File: config.mk
export PLATFORM = sky130hd
export DESIGN_NAME = instr_fetch_unit
export DESIGN_NICKNAME = d
export VERILOG_FILES = /design/src/rtl/instr_fetch_unit_pkg.sv /design/src/rtl/instr_fetch_unit_chk.sv /design/src/rtl/instr_fetch_unit_fetch_buffer.sv /design/src/rtl/instr_fetch_unit.sv
export SDC_FILE = /design/constraint.sdc
export NUM_CORES = 1
export LEC_CHECK = 0
export CORE_MARGIN = 1
export CORE_UTILIZATION = 30
export CTS_CLUSTER_SIZE = 28
export DETAILED_ROUTE_END_ITERATION = 8
export GPL_TIMING_DRIVEN = 0
export PLACE_DENSITY = 0.58
export REMOVE_ABC_BUFFERS = 1
export SYNTH_ARGS = -nofsm -noshare
export SYNTH_HDL_FRONTEND = slang
export SYNTH_SLANG_ARGS = --single-unit
File: constraint.sdc
create_clock -name clk -period 3.4 [get_ports clk]
set_input_delay 0.34 -clock clk [delete_from_list [all_inputs] [get_ports clk]]
set_output_delay 0.34 -clock clk [all_outputs]
set_load 0.05 [all_outputs]
File: src/rtl/instr_fetch_unit_pkg.sv
// Shared types and constants for the instruction fetch unit: FSM states,
// PC-source encodings, opcode field geometry and the PC-source priority helper.
package instr_fetch_unit_pkg;

  typedef enum logic [1:0] {
    IDLE  = 2'd0,
    RUN   = 2'd1,
    FLUSH = 2'd2
  } fetch_state_t;

  typedef enum logic [1:0] {
    PC_SRC_PLUS1  = 2'd0,
    PC_SRC_OFFSET = 2'd1,
    PC_SRC_CONST  = 2'd2
  } pc_src_t;

  // Opcode occupies the top OPCODE_W bits of an instruction word.
  localparam int OPCODE_W = 6;

  function automatic int opcode_lsb(input int instr_w);
    return instr_w - OPCODE_W;
  endfunction

  // const beats offset beats plus1; plus1 is also the fallback when nothing is selected.
  function automatic pc_src_t pc_src_sel(input logic sel_const, input logic sel_offset);
    if (sel_const) begin
      return PC_SRC_CONST;
    end else if (sel_offset) begin
      return PC_SRC_OFFSET;
    end else begin
      return PC_SRC_PLUS1;
    end
  endfunction

endpackage

File: src/rtl/instr_fetch_unit_chk.sv
// Invariant checker for the fetch unit's credit accounting: in-flight requests
// plus buffered words may never exceed the two buffer slots.
module instr_fetch_unit_chk (
  input logic       clk,
  input logic       rst,
  input logic [1:0] outst,
  input logic [1:0] buf_count,
  input logic       push,
  input logic       pop,
  input logic       full
);

  a_outst_max: assert property (@(posedge clk) disable iff (rst) outst <= 2'd2);
  a_count_max: assert property (@(posedge clk) disable iff (rst) buf_count <= 2'd2);
  a_credit:    assert property (@(posedge clk) disable iff (rst)
                 ({1'b0, outst} + {1'b0, buf_count}) <= 3'd2);
  a_no_drop:   assert property (@(posedge clk) disable iff (rst) !(push && full && !pop));

endmodule

File: src/rtl/instr_fetch_unit_fetch_buffer.sv
// Two-entry FIFO holding {instruction, pc} pairs between imem and decode.
// Push and pop may occur together; clear drops every entry.
module instr_fetch_unit_fetch_buffer
  import instr_fetch_unit_pkg::*;
#(
  parameter int W = 31
) (
  input  logic         clk,
  input  logic         rst,
  input  logic         push,
  input  logic         pop,
  input  logic         clear,
  input  logic [W-1:0] wdata,
  output logic [W-1:0] rdata,
  output logic [1:0]   count,
  output logic         full,
  output logic         empty
);

  logic [W-1:0] mem_r [2];
  logic         wr_ptr_r;
  logic         rd_ptr_r;
  logic [1:0]   count_r;
  logic         do_push_s;
  logic         do_pop_s;

  assign do_pop_s  = pop && (count_r != 2'd0);
  assign do_push_s = push && ((count_r != 2'd2) || do_pop_s);

  assign rdata = mem_r[rd_ptr_r];
  assign count = count_r;
  assign full  = (count_r == 2'd2);
  assign empty = (count_r == 2'd0);

  // Storage, pointers and occupancy; clear keeps storage, only pointers/count reset.
  always_ff @(posedge clk) begin
    if (rst) begin
      mem_r[0] <= {W{1'b0}};
      mem_r[1] <= {W{1'b0}};
      wr_ptr_r <= 1'b0;
      rd_ptr_r <= 1'b0;
      count_r  <= 2'd0;
    end else if (clear) begin
      wr_ptr_r <= 1'b0;
      rd_ptr_r <= 1'b0;
      count_r  <= 2'd0;
    end else begin
      if (do_push_s) begin
        mem_r[wr_ptr_r] <= wdata;
        wr_ptr_r        <= ~wr_ptr_r;
      end
      if (do_pop_s) begin
        rd_ptr_r <= ~rd_ptr_r;
      end
      case ({do_push_s, do_pop_s})
        2'b10:   count_r <= count_r + 2'd1;
        2'b01:   count_r <= count_r - 2'd1;
        default: count_r <= count_r;
      endcase
    end
  end

endmodule

File: src/rtl/instr_fetch_unit.sv
// Instruction fetch unit: owns the PC, issues in-order imem requests, buffers
// responses for decode and flushes/redirects on taken jumps.
module instr_fetch_unit
  import instr_fetch_unit_pkg::*;
#(
  parameter int              PC_W      = 12,
  parameter int              INSTR_W   = 19,
  parameter int              OFF_W     = 8,
  parameter int              MAX_OUTST = 2,
  parameter logic [PC_W-1:0] RESET_PC  = {PC_W{1'b0}}
) (
  input  logic               clk,
  input  logic               rst,
  output logic               imem_req_valid,
  input  logic               imem_req_ready,
  output logic [PC_W-1:0]    imem_addr,
  input  logic               imem_rsp_valid,
  input  logic [INSTR_W-1:0] imem_rsp_data,
  output logic               instr_valid,
  input  logic               instr_ready,
  output logic [INSTR_W-1:0] instr,
  output logic [PC_W-1:0]    instr_pc,
  input  logic               sel_pc_plus1,
  input  logic               sel_pc_offset,
  input  logic               sel_pc_const,
  input  logic               cond_taken,
  input  logic [OFF_W-1:0]   jmp_offset,
  input  logic [PC_W-1:0]    jmp_target
);

  localparam int              ENTRY_W     = INSTR_W + PC_W;
  localparam logic [1:0]      MAX_OUTST_C = 2'(MAX_OUTST);
  localparam logic [PC_W-1:0] PC_ONE      = {{(PC_W-1){1'b0}}, 1'b1};

  fetch_state_t       state_r, state_nxt_s;
  logic [PC_W-1:0]    fetch_pc_r, target_r, target_s, rsp_pc_s, off_sext_s;
  logic [1:0]         outst_r, buf_count_s;
  logic [2:0]         occupancy_s;
  logic [ENTRY_W-1:0] head_s, push_entry_s;
  logic               buf_full_s, buf_empty_s;
  logic               consume_s, redirect_s, req_fire_s, push_s, pop_s, room_s;
  logic               plus1_unused_s;
  pc_src_t            pc_src_s;

  // plus1 is also the fallback choice, so its level never changes the outcome.
  assign plus1_unused_s = sel_pc_plus1;

  assign instr_valid  = (state_r == RUN) && !buf_empty_s;
  assign instr        = head_s[ENTRY_W-1 -: INSTR_W];
  assign instr_pc     = head_s[PC_W-1:0];
  assign imem_addr    = fetch_pc_r;
  assign consume_s    = instr_valid && instr_ready;
  assign pc_src_s     = pc_src_sel(sel_pc_const, sel_pc_offset);
  assign redirect_s   = consume_s && ((pc_src_s == PC_SRC_CONST) ||
                                      ((pc_src_s == PC_SRC_OFFSET) && cond_taken));
  assign pop_s        = consume_s && !redirect_s;
  assign push_s       = imem_rsp_valid && (state_r == RUN) && !redirect_s;
  assign req_fire_s   = imem_req_valid && imem_req_ready;
  // Responses return in order, so the oldest in-flight request sits outst_r behind fetch_pc_r.
  assign rsp_pc_s     = fetch_pc_r - {{(PC_W-2){1'b0}}, outst_r};
  assign push_entry_s = {imem_rsp_data, rsp_pc_s};
  assign off_sext_s   = {{(PC_W-OFF_W){jmp_offset[OFF_W-1]}}, jmp_offset};
  // A slot freed by this cycle's pop is reusable now, which sustains one word per cycle.
  assign occupancy_s  = {1'b0, outst_r} + {1'b0, buf_count_s} - {2'b00, pop_s};
  assign room_s       = (occupancy_s < 3'd2) && (outst_r < MAX_OUTST_C);

  // Next-state and request-valid decode.
  always_comb begin
    state_nxt_s    = state_r;
    imem_req_valid = 1'b0;
    case (state_r)
      IDLE: state_nxt_s = RUN;
      RUN: begin
        imem_req_valid = room_s && !redirect_s;
        if (redirect_s) begin
          state_nxt_s = FLUSH;
        end else begin
          state_nxt_s = RUN;
        end
      end
      FLUSH: begin
        if (outst_r == 2'd0) begin
          state_nxt_s = RUN;
        end else begin
          state_nxt_s = FLUSH;
        end
      end
      default: state_nxt_s = IDLE;
    endcase
  end

  // Redirect target adder.
  always_comb begin
    target_s = jmp_target;
    if (pc_src_s == PC_SRC_CONST) begin
      target_s = jmp_target;
    end else begin
      target_s = instr_pc + off_sext_s;
    end
  end

  // State, fetch PC, latched redirect target and in-flight request counter.
  always_ff @(posedge clk) begin
    if (rst) begin
      state_r    <= IDLE;
      fetch_pc_r <= RESET_PC;
      target_r   <= RESET_PC;
      outst_r    <= 2'd0;
    end else begin
      state_r <= state_nxt_s;
      if ((state_r == FLUSH) && (outst_r == 2'd0)) begin
        fetch_pc_r <= target_r;
      end else if (req_fire_s) begin
        fetch_pc_r <= fetch_pc_r + PC_ONE;
      end
      if (redirect_s) begin
        target_r <= target_s;
      end
      case ({req_fire_s, imem_rsp_valid})
        2'b10:   outst_r <= outst_r + 2'd1;
        2'b01:   outst_r <= outst_r - 2'd1;
        default: outst_r <= outst_r;
      endcase
    end
  end

  instr_fetch_unit_fetch_buffer #(.W(ENTRY_W)) u_buf (
    .clk   (clk),
    .rst   (rst),
    .push  (push_s),
    .pop   (pop_s),
    .clear (redirect_s),
    .wdata (push_entry_s),
    .rdata (head_s),
    .count (buf_count_s),
    .full  (buf_full_s),
    .empty (buf_empty_s)
  );

  instr_fetch_unit_chk u_chk (
    .clk       (clk),
    .rst       (rst),
    .outst     (outst_r),
    .buf_count (buf_count_s),
    .push      (push_s),
    .pop       (pop_s),
    .full      (buf_full_s)
  );

endmodule

# ---- After elaboration in Yosys (flattened, before gate mapping)
# Memory sizes are Yosys's and may differ from the RTL's. A register that Yosys moved wholly into a read port is not among the register bits.
# Cells that the tools add are included.
dict set report word_totals {
  in_bits 48
  romBits 0
  memories 1
  ramBits 62
  word_cells 78
  out_inout_bits 45
  regBits 32
  latch_bits 0
}
dict set report classes {
  n_mul 0
  eq_ne 9
  muxes 22
  bitwise 2
  n_lt_le_gt_ge 2
  n_shift 0
  n_addsub 9
  n_reduce_logical 26
  div_mod_pow 0
}
# memory depth word_bits rd rd_ports_with_merged_regs wr line_no
set mem_list {}
lappend mem_list {u_buf.mem_r 2 31 1 1 2 instr_fetch_unit_fetch_buffer.sv:20} ;# logic [W-1:0] mem_r [2];
# op n
set ops {}
lappend ops {{$mux 12} 3}
lappend ops {{$mux 31} 1}
lappend ops {{$reduce_or 31->1} 1}
lappend ops {{$logic_and 1x1->1} 13}
lappend ops {{$add 12x1->12 const B} 1}
lappend ops {{$add 12x12->12} 1}
lappend ops {{$mux 1} 12}
lappend ops {{$sub 12x2->12} 1}
lappend ops {{$eq 2x1->1 const B} 4}
lappend ops {{$eq 2x2->1 const B} 4}
lappend ops {{$pmux 2 s2} 2}
lappend ops {{$reduce_bool 2->1} 4}
lappend ops {{$logic_not 2->1} 3}
lappend ops {{$mux 2} 3}
lappend ops {{$pmux 2 s3} 1}
lappend ops {{$add 2x1->2 const B} 2}
lappend ops {{$sub 2x1->2 const B} 2}
lappend ops {{$add 2x2->3} 1}
lappend ops {{$lt 3x2->1 const B} 1}
lappend ops {{$sub 3x1->3} 1}
lappend ops {{$logic_not 1->1} 2}
lappend ops {{$logic_or 1x1->1} 2}
lappend ops {{$lt 2x2->1 const B} 1}
lappend ops {{$ne 2x2->1 const B} 1}
lappend ops {{2 further kinds} 3}

# ---- Longest topological paths before layout
# Gate-level depths: netlist of the first run.
dict set report logic_depth {
  depth_word 17
  mapped_depth 16
  ltp_nobuf 15
}

# ---- Hierarchy
# Synthesis of the first run repeated with hierarchy kept, for this count alone.
dict set report unflattened {
  cells_unflattened 479
  hier_area_um2 5225.0
}
# mod seq_area_each_um2 area_per_inst_um2 n_inst cells_per_inst
set modules_own_cells {}
lappend modules_own_cells {instr_fetch_unit_fetch_buffer 1961.9 2962.8 1 197}
lappend modules_own_cells {instr_fetch_unit 560.5 2262.2 1 282}

# ---- Worst setup path before layout of the first run
# Ideal clock, no wire load.
dict set report synth_timing {
  path_kind {register -> register}
  start {register state_r[1]}
  end {register outst_r[1]}
  stages_incl_launch_ff 16
  period_less_slack_ns 3.517
  t_required_ns 3.329
  slack_ns -0.117
  n_path_buf 1
  setup_ns 0.071
  arrival_time_ns 3.447
  cell_sequence {dfxtp_1 nand2b_1 nor3_2 nand2_1 inv_1 ha_1 nand2b_1 fa_1 xor2_1 nand4_2 nor3_4 inv_2 buf_4 ha_1 or3_1 a21oi_1}
}
dict set report synth_between {
  elab_chain_cells 14
  elab_cells_between_ends 16
  classes_between {add/sub (1); order compare (1); eq/ne (3); mux (2); reduce/logical (9)}
}
# element line_no
set synth_rtl {}
lappend synth_rtl {{start, declared} instr_fetch_unit.sv:35} ;# fetch_state_t state_r, state_nxt_s;
lappend synth_rtl {{start signal, assigned} instr_fetch_unit.sv:110} ;# state_r <= state_nxt_s;
lappend synth_rtl {{$eq 2x1->1 *} {instr_fetch_unit.sv:48, instr_fetch_unit.sv:71}}
lappend synth_rtl {{$logic_and 1x1->1} instr_fetch_unit.sv:48} ;# assign instr_valid = (state_r == RUN) && !buf_empty_s;
lappend synth_rtl {{$logic_and 1x1->1} instr_fetch_unit.sv:52} ;# assign consume_s = instr_valid && instr_ready;
lappend synth_rtl {{$logic_and 1x1->1} instr_fetch_unit.sv:54} ;# assign redirect_s = consume_s && ((pc_src_s == PC_SRC_CONST) ||
lappend synth_rtl {{$logic_not 1->1} {instr_fetch_unit.sv:56, instr_fetch_unit.sv:74}}
lappend synth_rtl {{$logic_and 1x1->1} instr_fetch_unit.sv:56} ;# assign pop_s = consume_s && !redirect_s;
lappend synth_rtl {{$sub 3x1->3} instr_fetch_unit.sv:64} ;# assign occupancy_s = {1'b0, outst_r} + {1'b0, buf_count_s} - {2'b00, pop_s};
lappend synth_rtl {{$lt 3x2->1} instr_fetch_unit.sv:65} ;# assign room_s = (occupancy_s < 3'd2) && (outst_r < MAX_OUTST_C);
lappend synth_rtl {{$logic_and 1x1->1} instr_fetch_unit.sv:65}
lappend synth_rtl {{$logic_and 1x1->1} instr_fetch_unit.sv:74} ;# imem_req_valid = room_s && !redirect_s;
lappend synth_rtl {{$mux 1 *} instr_fetch_unit.sv:71} ;# case (state_r)
lappend synth_rtl {{$logic_and 1x1->1 *} instr_fetch_unit.sv:58} ;# assign req_fire_s = imem_req_valid && imem_req_ready;
lappend synth_rtl {{$eq 2x1->1 or $eq 2x2->1 (tied branches)} instr_fetch_unit.sv:119} ;# case ({req_fire_s, imem_rsp_valid})
lappend synth_rtl {{$pmux 2 s2 or $reduce_bool 2->1 (tied branches)} --}
lappend synth_rtl {{end signal, assigned} instr_fetch_unit.sv:120} ;# 2'b10: outst_r <= outst_r + 2'd1;
lappend synth_rtl {{end signal, assigned} instr_fetch_unit.sv:121} ;# 2'b01: outst_r <= outst_r - 2'd1;
lappend synth_rtl {{end signal, assigned} instr_fetch_unit.sv:122} ;# default: outst_r <= outst_r;
lappend synth_rtl {{end, declared} instr_fetch_unit.sv:37} ;# logic [1:0] outst_r, buf_count_s;
# Every way passes the cells marked *; elsewhere a longest branch is shown, timed or not.
# A chain may end at the register's enable or synchronous reset.

# ---- Worst setup path after layout of the first run
dict set report layout_timing {
  start {input instr_ready}
  end {register fetch_pc_r[3], in the netlist imem_addr[3]}
}
dict set report layout_between {
  elab_chain_cells 11
}
# element line_no
set layout_rtl {}
lappend layout_rtl {{start, declared} instr_fetch_unit.sv:20} ;# input logic instr_ready,
lappend layout_rtl {{$logic_and 1x1->1 *} instr_fetch_unit.sv:52}
lappend layout_rtl {{$logic_and 1x1->1} instr_fetch_unit.sv:54}
lappend layout_rtl {{$logic_not 1->1} {instr_fetch_unit.sv:56, instr_fetch_unit.sv:74}}
lappend layout_rtl {{$logic_and 1x1->1} instr_fetch_unit.sv:56}
lappend layout_rtl {{$sub 3x1->3} instr_fetch_unit.sv:64}
lappend layout_rtl {{$lt 3x2->1} instr_fetch_unit.sv:65}
lappend layout_rtl {{$logic_and 1x1->1} instr_fetch_unit.sv:65}
lappend layout_rtl {{$logic_and 1x1->1 *} instr_fetch_unit.sv:74}
lappend layout_rtl {{$mux 1 *} instr_fetch_unit.sv:71}
lappend layout_rtl {{$logic_and 1x1->1 *} instr_fetch_unit.sv:58}
lappend layout_rtl {{$reduce_bool 2->1 (no source line) *} --}
lappend layout_rtl {{end signal, assigned} instr_fetch_unit.sv:112} ;# fetch_pc_r <= target_r;
lappend layout_rtl {{end signal, assigned} instr_fetch_unit.sv:114} ;# fetch_pc_r <= fetch_pc_r + PC_ONE;
lappend layout_rtl {{end, declared} instr_fetch_unit.sv:36} ;# logic [PC_W-1:0] fetch_pc_r, target_r, target_s, rsp_pc_s, off_sext_s;
# Marks and branches as above.

==> summary.txt, run 1 <==
status: completed
post-synthesis cell area: 5140 um^2
R2R Setup Slk: 0.25 ns
final instance area: 6720 um^2
worst setup margin: 0.187 ns
Bufs on Longest Clock Path: 2
Worst-Skew Late Latency: 0.35 ns
port bufs: 91
GR Util All Layers: 15.6%
reg2reg start: u_buf.count[1]
row count: 47
synth warn: 0
Switching Share: 31.7%
first-pass GRT wire length: 21100 um
Worst Reg-to-Reg Cells: 14
maximum vdd drop: 273 uV
Via density: 5.02
critical path's largest stage delay: 0.49 ns
non-filler cells, final: 809
final worst path period need: 3.21 ns
RSZ-0062 raised after global routing: no
#FFs+latches synth: 95
CTS buffer count: 9
Root Buffer: clkbuf_16
CP Class: in2reg
CP Capture Point: imem_addr[3]
CTS clk-pin slew, worst paths: 0.06 ns
Hold Slack: 0.506 ns
height of the chip: 133 um
crit-path max FO: 7
Post-DP Area: 6270 um^2
Worst Tran Pin Value: 1.22 ns
dpl ws: -1.10 ns
Synth Flop Type: edfxtp_1
H-Tree Depth: 3
min-delay src: imem_addr[10]
vias in the first global route: 4018
DRT antenna net count: 0
clk_skew: 0.00802 ns
total die area: 17600 um^2
via count: 4065
initial antenna violation count: 0
DRC errors left: 0
final wirelength: 13700 um
die width: 133 um
Post-Synthesis Cells: 503
Critical Path RT: 3.68 ns
Worst Setup End Kind: register
Ports: 93
initial drt markers: 264
DP HPWL: 9170 um
ANT cells: 0
area delta synth->final: 30.9%
Clock Sink Count: 95
largest net degree at the start of global routing: 54
fmax: 0.311 GHz
Nets: 652
Avg Synthesized Cell Area: 10.2 um^2
Leak: 2.36 nW
dpl cells: 789
GR Overflow Total: 0
Seq pwr share: 38.1%
first drt pass iteration count: 4
Netlist cell types: 59
Setup crit start: instr_ready
relative slew slack: 17.3%
max-cap violation count: 0
Fin. Hold Viols: 0
gpl congestion: 0.809
ys async rst share: 0%
Final Max Slew Viols: 0
Routed WL per cell: 16.9 um
core footprint: 16600 um^2
Clock Power Share: 32.2%
Seq/Total Area, Yosys: 49.1%
layout cell share with drive strength beyond 1: 13.1%
CTS tree: done
pwr/cell area: 536 nW/um^2
Comb pwr share: 29.7%
most numerous cell on the critical path: nor3_4
final worst-path cycle share: 94.5%
FILL cells: 1610
worst min path class: reg2reg
CP Cell Sequence: clkdlybuf4s50_1 -> inv_2 -> nor3_4 -> nand2_2 -> inv_1 -> ha_1 -> nand2b_1 -> fa_2 -> xor2_2 -> nand4_4 -> nor3_4 -> inv_4 -> or3_1 -> xor2_1 -> a211oi_2
worst r2r dst: imem_addr[3]
WP data arrival: 3.49 ns
Starting Density: 30.9%
Final setup viols: 0
Crit-path slowest cell: clkdlybuf4s50_1
Post-synth EDFFs: 62
switching power: 1.14 mW
Power Internal: 2.46 mW
startpoint types: primary input
repair_timing:
item                                    4_1_cts  5_1_grt
endpoints found under the setup margin       46       13
hold buffers                                  0        0
setup buffers                                 4        0
resized for setup                            15       12
pin swaps                                     4        4
logic make-up after synthesis:
group	share of synthesized area, %
AND/OR/NAND/NOR	19.4
flip-flops	49.1
AO/OA/AOI/OAI	11.4
buffers and inverters	3.80
multiplexers	7.16
XOR/XNOR	3.85
adder cells (fa/ha/maj)	5.31
layout by cell type, fill, tap and decap left out, types with 5 or more instances in the layout:
cell type / synthesis / routed
a211oi_1: 14 / 14
a21oi_1: 16 / 16
a32oi_1: 6 / 6
clkbuf_16: 0 / 9
clkdlybuf4s50_1: 0 / 88
dfxtp_1: 33 / 30
edfxtp_1: 62 / 62
ha_1: 17 / 16
inv_1: 19 / 18
mux2_2: 30 / 30
nand2_1: 18 / 17
nand2b_1: 25 / 22
nand3_1: 7 / 6
nor2_1: 87 / 86
nor3_1: 34 / 33
nor4_1: 5 / 5
o21ai_0: 18 / 18
xnor2_1: 11 / 11
xor2_1: 9 / 8
synthesized netlist by cell type (15+ instances only):
cell / instances / area (um^2)
a21oi_1: 16 / 80.1
clkbuf_1: 15 / 56.3
dfxtp_1: 33 / 661
edfxtp_1: 62 / 1860
ha_1: 17 / 213
inv_1: 19 / 71.3
mux2_2: 30 / 338
nand2_1: 18 / 67.6
nand2b_1: 25 / 156
nor2_1: 87 / 327
nor3_1: 34 / 170
o21ai_0: 18 / 90.1
flip-flops by register name, indices dropped and copies added (netlist names), named ones only:
name and cells:
u_buf.count 2, target_r 12, u_buf.wr_ptr_r 1, u_buf.mem_r 62, outst_r 2, state_r 2, u_buf.rd_ptr_r 1, imem_addr 12
through the flow:
step | power [mW] | setup TNS [ns] | util, %
after floorplan | 2.07 | -0.0361 | -
after global placement | 2.40 | -188.69 | 37.3
after detailed placement | 2.42 | -57.62 | 37.7
after CTS | 3.61 | 0 | 40.1
after global routing | 3.76 | 0 | 40.4
final | 3.60 | 0 | 40.4
area by class of cell:
cell class / instances / area, um^2 / share of cell area (%)
Inverter: 20 / 77.6 / 1.15
Clock inverter: 5 / 106 / 1.58
Sequential cell: 95 / 2530 / 37.6
Timing Repair Buffer: 98 / 997 / 14.8
Clock buffer: 11 / 233 / 3.46
Tap cell: 220 / 275 / 4.09
Multi-Input combinational cell: 360 / 2500 / 37.3
how the worst min path moves through the flow:
stage	to	slack, ns	cells past startpoint
finish	imem_addr[10]	0.51	2
global route	imem_addr[10]	0.52	2
CTS	target_r[1]	0.50	2
detailed placement	target_r[6]	0.49	2
global placement	imem_addr[10]	0.48	2
floorplan	imem_addr[3]	0.40	1
power by group through the flow:
stage                     Combinational (mW)  Clock, mW  Sequential, mW
after detailed placement                1.03          0            1.40
after global placement                  1.00          0            1.40
after global routing                    1.16       1.22            1.38
after CTS                               1.05       1.18            1.37
after floorplan                        0.662          0            1.41
final                                   1.07       1.16            1.37
worst max-delay path: cells and delay by family:
family          cells  cell delay (ns)
simple gates        6             1.25
buf+inv             4             0.74
fa+ha+maj           2             0.58
xor+xnor            2             0.37
compound gates      1             0.20
metal layers:
layer  vias to the layer above  track usage, %  routed length (um)
li1                       1989               -                   -
met1                      1941            18.6                6020
met2                       118            26.6                6610
met3                        17            3.30                 724
met4                         0            7.28                 311
met5                         -               0                   0
(Power assumes the default switching activity.)
==> run 2: changes to the inputs <==
--- a/config.mk
+++ b/config.mk
@@ -9,8 +9,9 @@
 export CORE_UTILIZATION = 30
 export CTS_CLUSTER_SIZE = 28
 export DETAILED_ROUTE_END_ITERATION = 8
+export DONT_BUFFER_PORTS = 1
 export GPL_TIMING_DRIVEN = 0
-export PLACE_DENSITY = 0.58
+export PLACE_DENSITY = 0.51
 export REMOVE_ABC_BUFFERS = 1
 export SYNTH_ARGS = -nofsm -noshare
 export SYNTH_HDL_FRONTEND = slang
==> run 2 against run 1 <==
Effect of this change: cell count decreased by 11%; sequential power up 3%; critical path depth shrank 1; core utilization fell by 5.8 points; flip-flop and latch count unchanged; clock power down 17%; clock-buffer cell count shrank 1.
==> summary.txt, run 2 (synthesis gave the netlist of run 1 again) <==
most common cell after layout, fill and taps aside: nor2_1
crit-path max FO: 10 (+3)
first drt pass iteration count: 4 (unchanged)
worst min path class: in2reg
fin util: 34.6% (-5.8 points)
DP HPWL: 8930 um (-2.6%)
Final Max Slew Viols: 0 (unchanged)
Largest Register: u_buf.mem_r
Final setup viols: 0 (unchanged)
max reg flops: 62 (unchanged)
DRC errors left: 0 (unchanged)
die width: 133 um (unchanged)
Clock Sink Count: 95 (unchanged)
status: completed
Clock Power Share: 29.9% (-2.3 points)
Fin. Hold Viols: 0 (unchanged)
Starting Density: 30.9% (unchanged)
GR Overflow Total: 0 (unchanged)
WP data arrival: 3.44 ns (-0.05 ns)
switching power: 1.11 mW (-2.5%)
met3 wire length: 1050 um (+45%)
top routing layer used: met4
height of the chip: 133 um (unchanged)
H-Tree Depth: 3 (unchanged)
Switching Share: 34.5% (+2.8 points)
CTS clk-pin slew, worst paths: 0.07 ns (about the same)
Comb pwr share: 26.5% (-3.2 points)
Worst Tran Pin Value: 1.28 ns (+0.0554 ns)
most frequent cells in the layout: 85 x nor2_1, 62 x edfxtp_1, 34 x nor3_1
FILL cells: 1698 (+5.5%)
CTS tree: done
core footprint: 16600 um^2 (unchanged)
startpoint types: register
Root Buffer: clkbuf_16
Critical Path RT: 3.67 ns (about the same)
port bufs: 0 (-100%)
dpl ws: -0.656 ns (+0.446 ns)
Bufs on Longest Clock Path: 2 (unchanged)
Via density: 5.11 (+1.6%)
met2 WL: 6320 um (-4.4%)
worst setup margin: 0.232 ns (+0.0457 ns)
area delta synth->final: 12.2%
Nets: 563 (-14%)
final worst-path cycle share: 93.2% (-1.3 points)
Worst Setup End Kind: register
largest net degree at the start of global routing: 80 (+48%)
via count: 3676 (-9.6%)
Setup TNS Final: 0 ns (unchanged)
hold buffers post-CTS: 0 (unchanged)
CTS buffer count: 9 (unchanged)
layout cell share with drive strength beyond 1: 15.2% (+2.1 points)
pwr/cell area: 561 nW/um^2 (+4.6%)
Leak: 2.00 nW (-15%)
relative slew slack: 13.6% (-3.7 points)
Power Internal: 2.11 mW (-14%)
GR Util All Layers: 15.5% (-0.043 points)
Ports: 93 (unchanged)
max-cap violation count: 0 (unchanged)
initial drt markers: 186 (-30%)
DRT antenna net count: 0 (unchanged)
row count: 47 (unchanged)
total die area: 17600 um^2 (unchanged)
Routed WL per cell: 18.5 um (+9.6%)
clk_skew: 0.00568 ns (-0.00234 ns)
first-pass GRT wire length: 20600 um (-2.5%)
vias in the first global route: 3655 (-9.0%)
gpl congestion: 0.840 (+3.8%)
Worst-Skew Late Latency: 0.35 ns (about the same)
final worst path period need: 3.17 ns (-0.0457 ns)
fmax: 0.316 GHz (+1.4%)
CP Class: reg2reg
maximum vdd drop: 271 uV (-0.77%)
Seq pwr share: 43.5% (+5.4 points)
final wirelength: 13300 um (-2.4%)
Metal-1 WL: 5770 um (-4.3%)
initial antenna violation count: 0 (unchanged)
ANT cells: 0 (unchanged)
## run 2: changes by cell type in the layout (fill, tap and decap cells not counted), sizes merged
cell           previous run  this run
clkdlybuf4s50            88         0
bufinv                    3         0
inv                      20        23
clkinvlp                  1         3
clkbuf                   12        11
clkdlybuf4s15             1         0
clkinv                    1         0
## run 2: path summary, 6_finish.rpt
path              cells past startpoint              to  slack, ns            from
setup / recovery                     14    imem_addr[3]       0.23  u_buf.count[0]
setup reg to reg                     14    imem_addr[3]       0.23  u_buf.count[0]
hold / removal                        1  u_buf.count[0]       0.06             rst
hold reg to reg                       1      state_r[1]       0.50      state_r[1]
## run 2: metal layers
metal / vias up / GRT usage [%]
met5: - / 0
met2: 99 / 25.7
met4: 0 / 4.53
met3: 14 / 6.48
li1: 1808 / -
met1: 1755 / 18.3
## run 2: area by class of cell
| cell class | instances | area (um^2) | area share, % |
|---|---|---|---|
| timing repair buffer | 9 | 113 | 1.95 |
| tap | 220 | 275 | 4.78 |
| inverter | 20 | 77.6 | 1.35 |
| clock buffer | 10 | 229 | 3.97 |
| multi-input combinational | 360 | 2480 | 43.1 |
| sequential | 95 | 2530 | 44.0 |
| clock inverter | 6 | 51.3 | 0.891 |
## run 2: power by group through the flow
| stage | sequential [mW] | clock [mW] | combinational, mW |
|---|---|---|---|
| after floorplan | 1.41 | 0 | 0.662 |
| after global placement | 1.43 | 0 | 0.810 |
| after detailed placement | 1.43 | 0 | 0.825 |
| after CTS | 1.41 | 0.994 | 0.844 |
| after global routing | 1.42 | 1.04 | 0.945 |
| final | 1.41 | 0.967 | 0.857 |
## run 2: what timing repair did
item                       in CTS  in global routing
pin swaps                       3                  3
setup endpoints to repair      48                 47
resized for setup               8                  9
setup buffers                   2                  5
gates cloned                    0                  0
## run 2: per-stage QoR
stage / power [mW] / hold slack [ns] / cells / cell area (um^2)
2_1_floorplan: 2.07 / 0.405 / 475 / 5020
3_3_place_gp: 2.24 / 0.422 / 695 / 5290
3_5_place_dp: 2.26 / 0.426 / 697 / 5350
4_1_cts: 3.24 / 0.0465 / 715 / 5670
5_1_grt: 3.40 / 0.0393 / 720 / 5760
6_report: 3.23 / 0.0581 / 720 / 5760
## run 2: worst max-delay path, stage by stage (launching register included)
cell and delay, ns:
dfxtp_2 0.39, nor2_4 0.07, nor3_4 0.22, nand2_2 0.09
inv_1 0.06, ha_1 0.21, nand2b_1 0.15, fa_1 0.38
xor2_1 0.19, nand4_2 0.20, nor3_4 0.25, inv_4 0.11
or3_1 0.37, xor2_1 0.17, a211oi_2 0.23
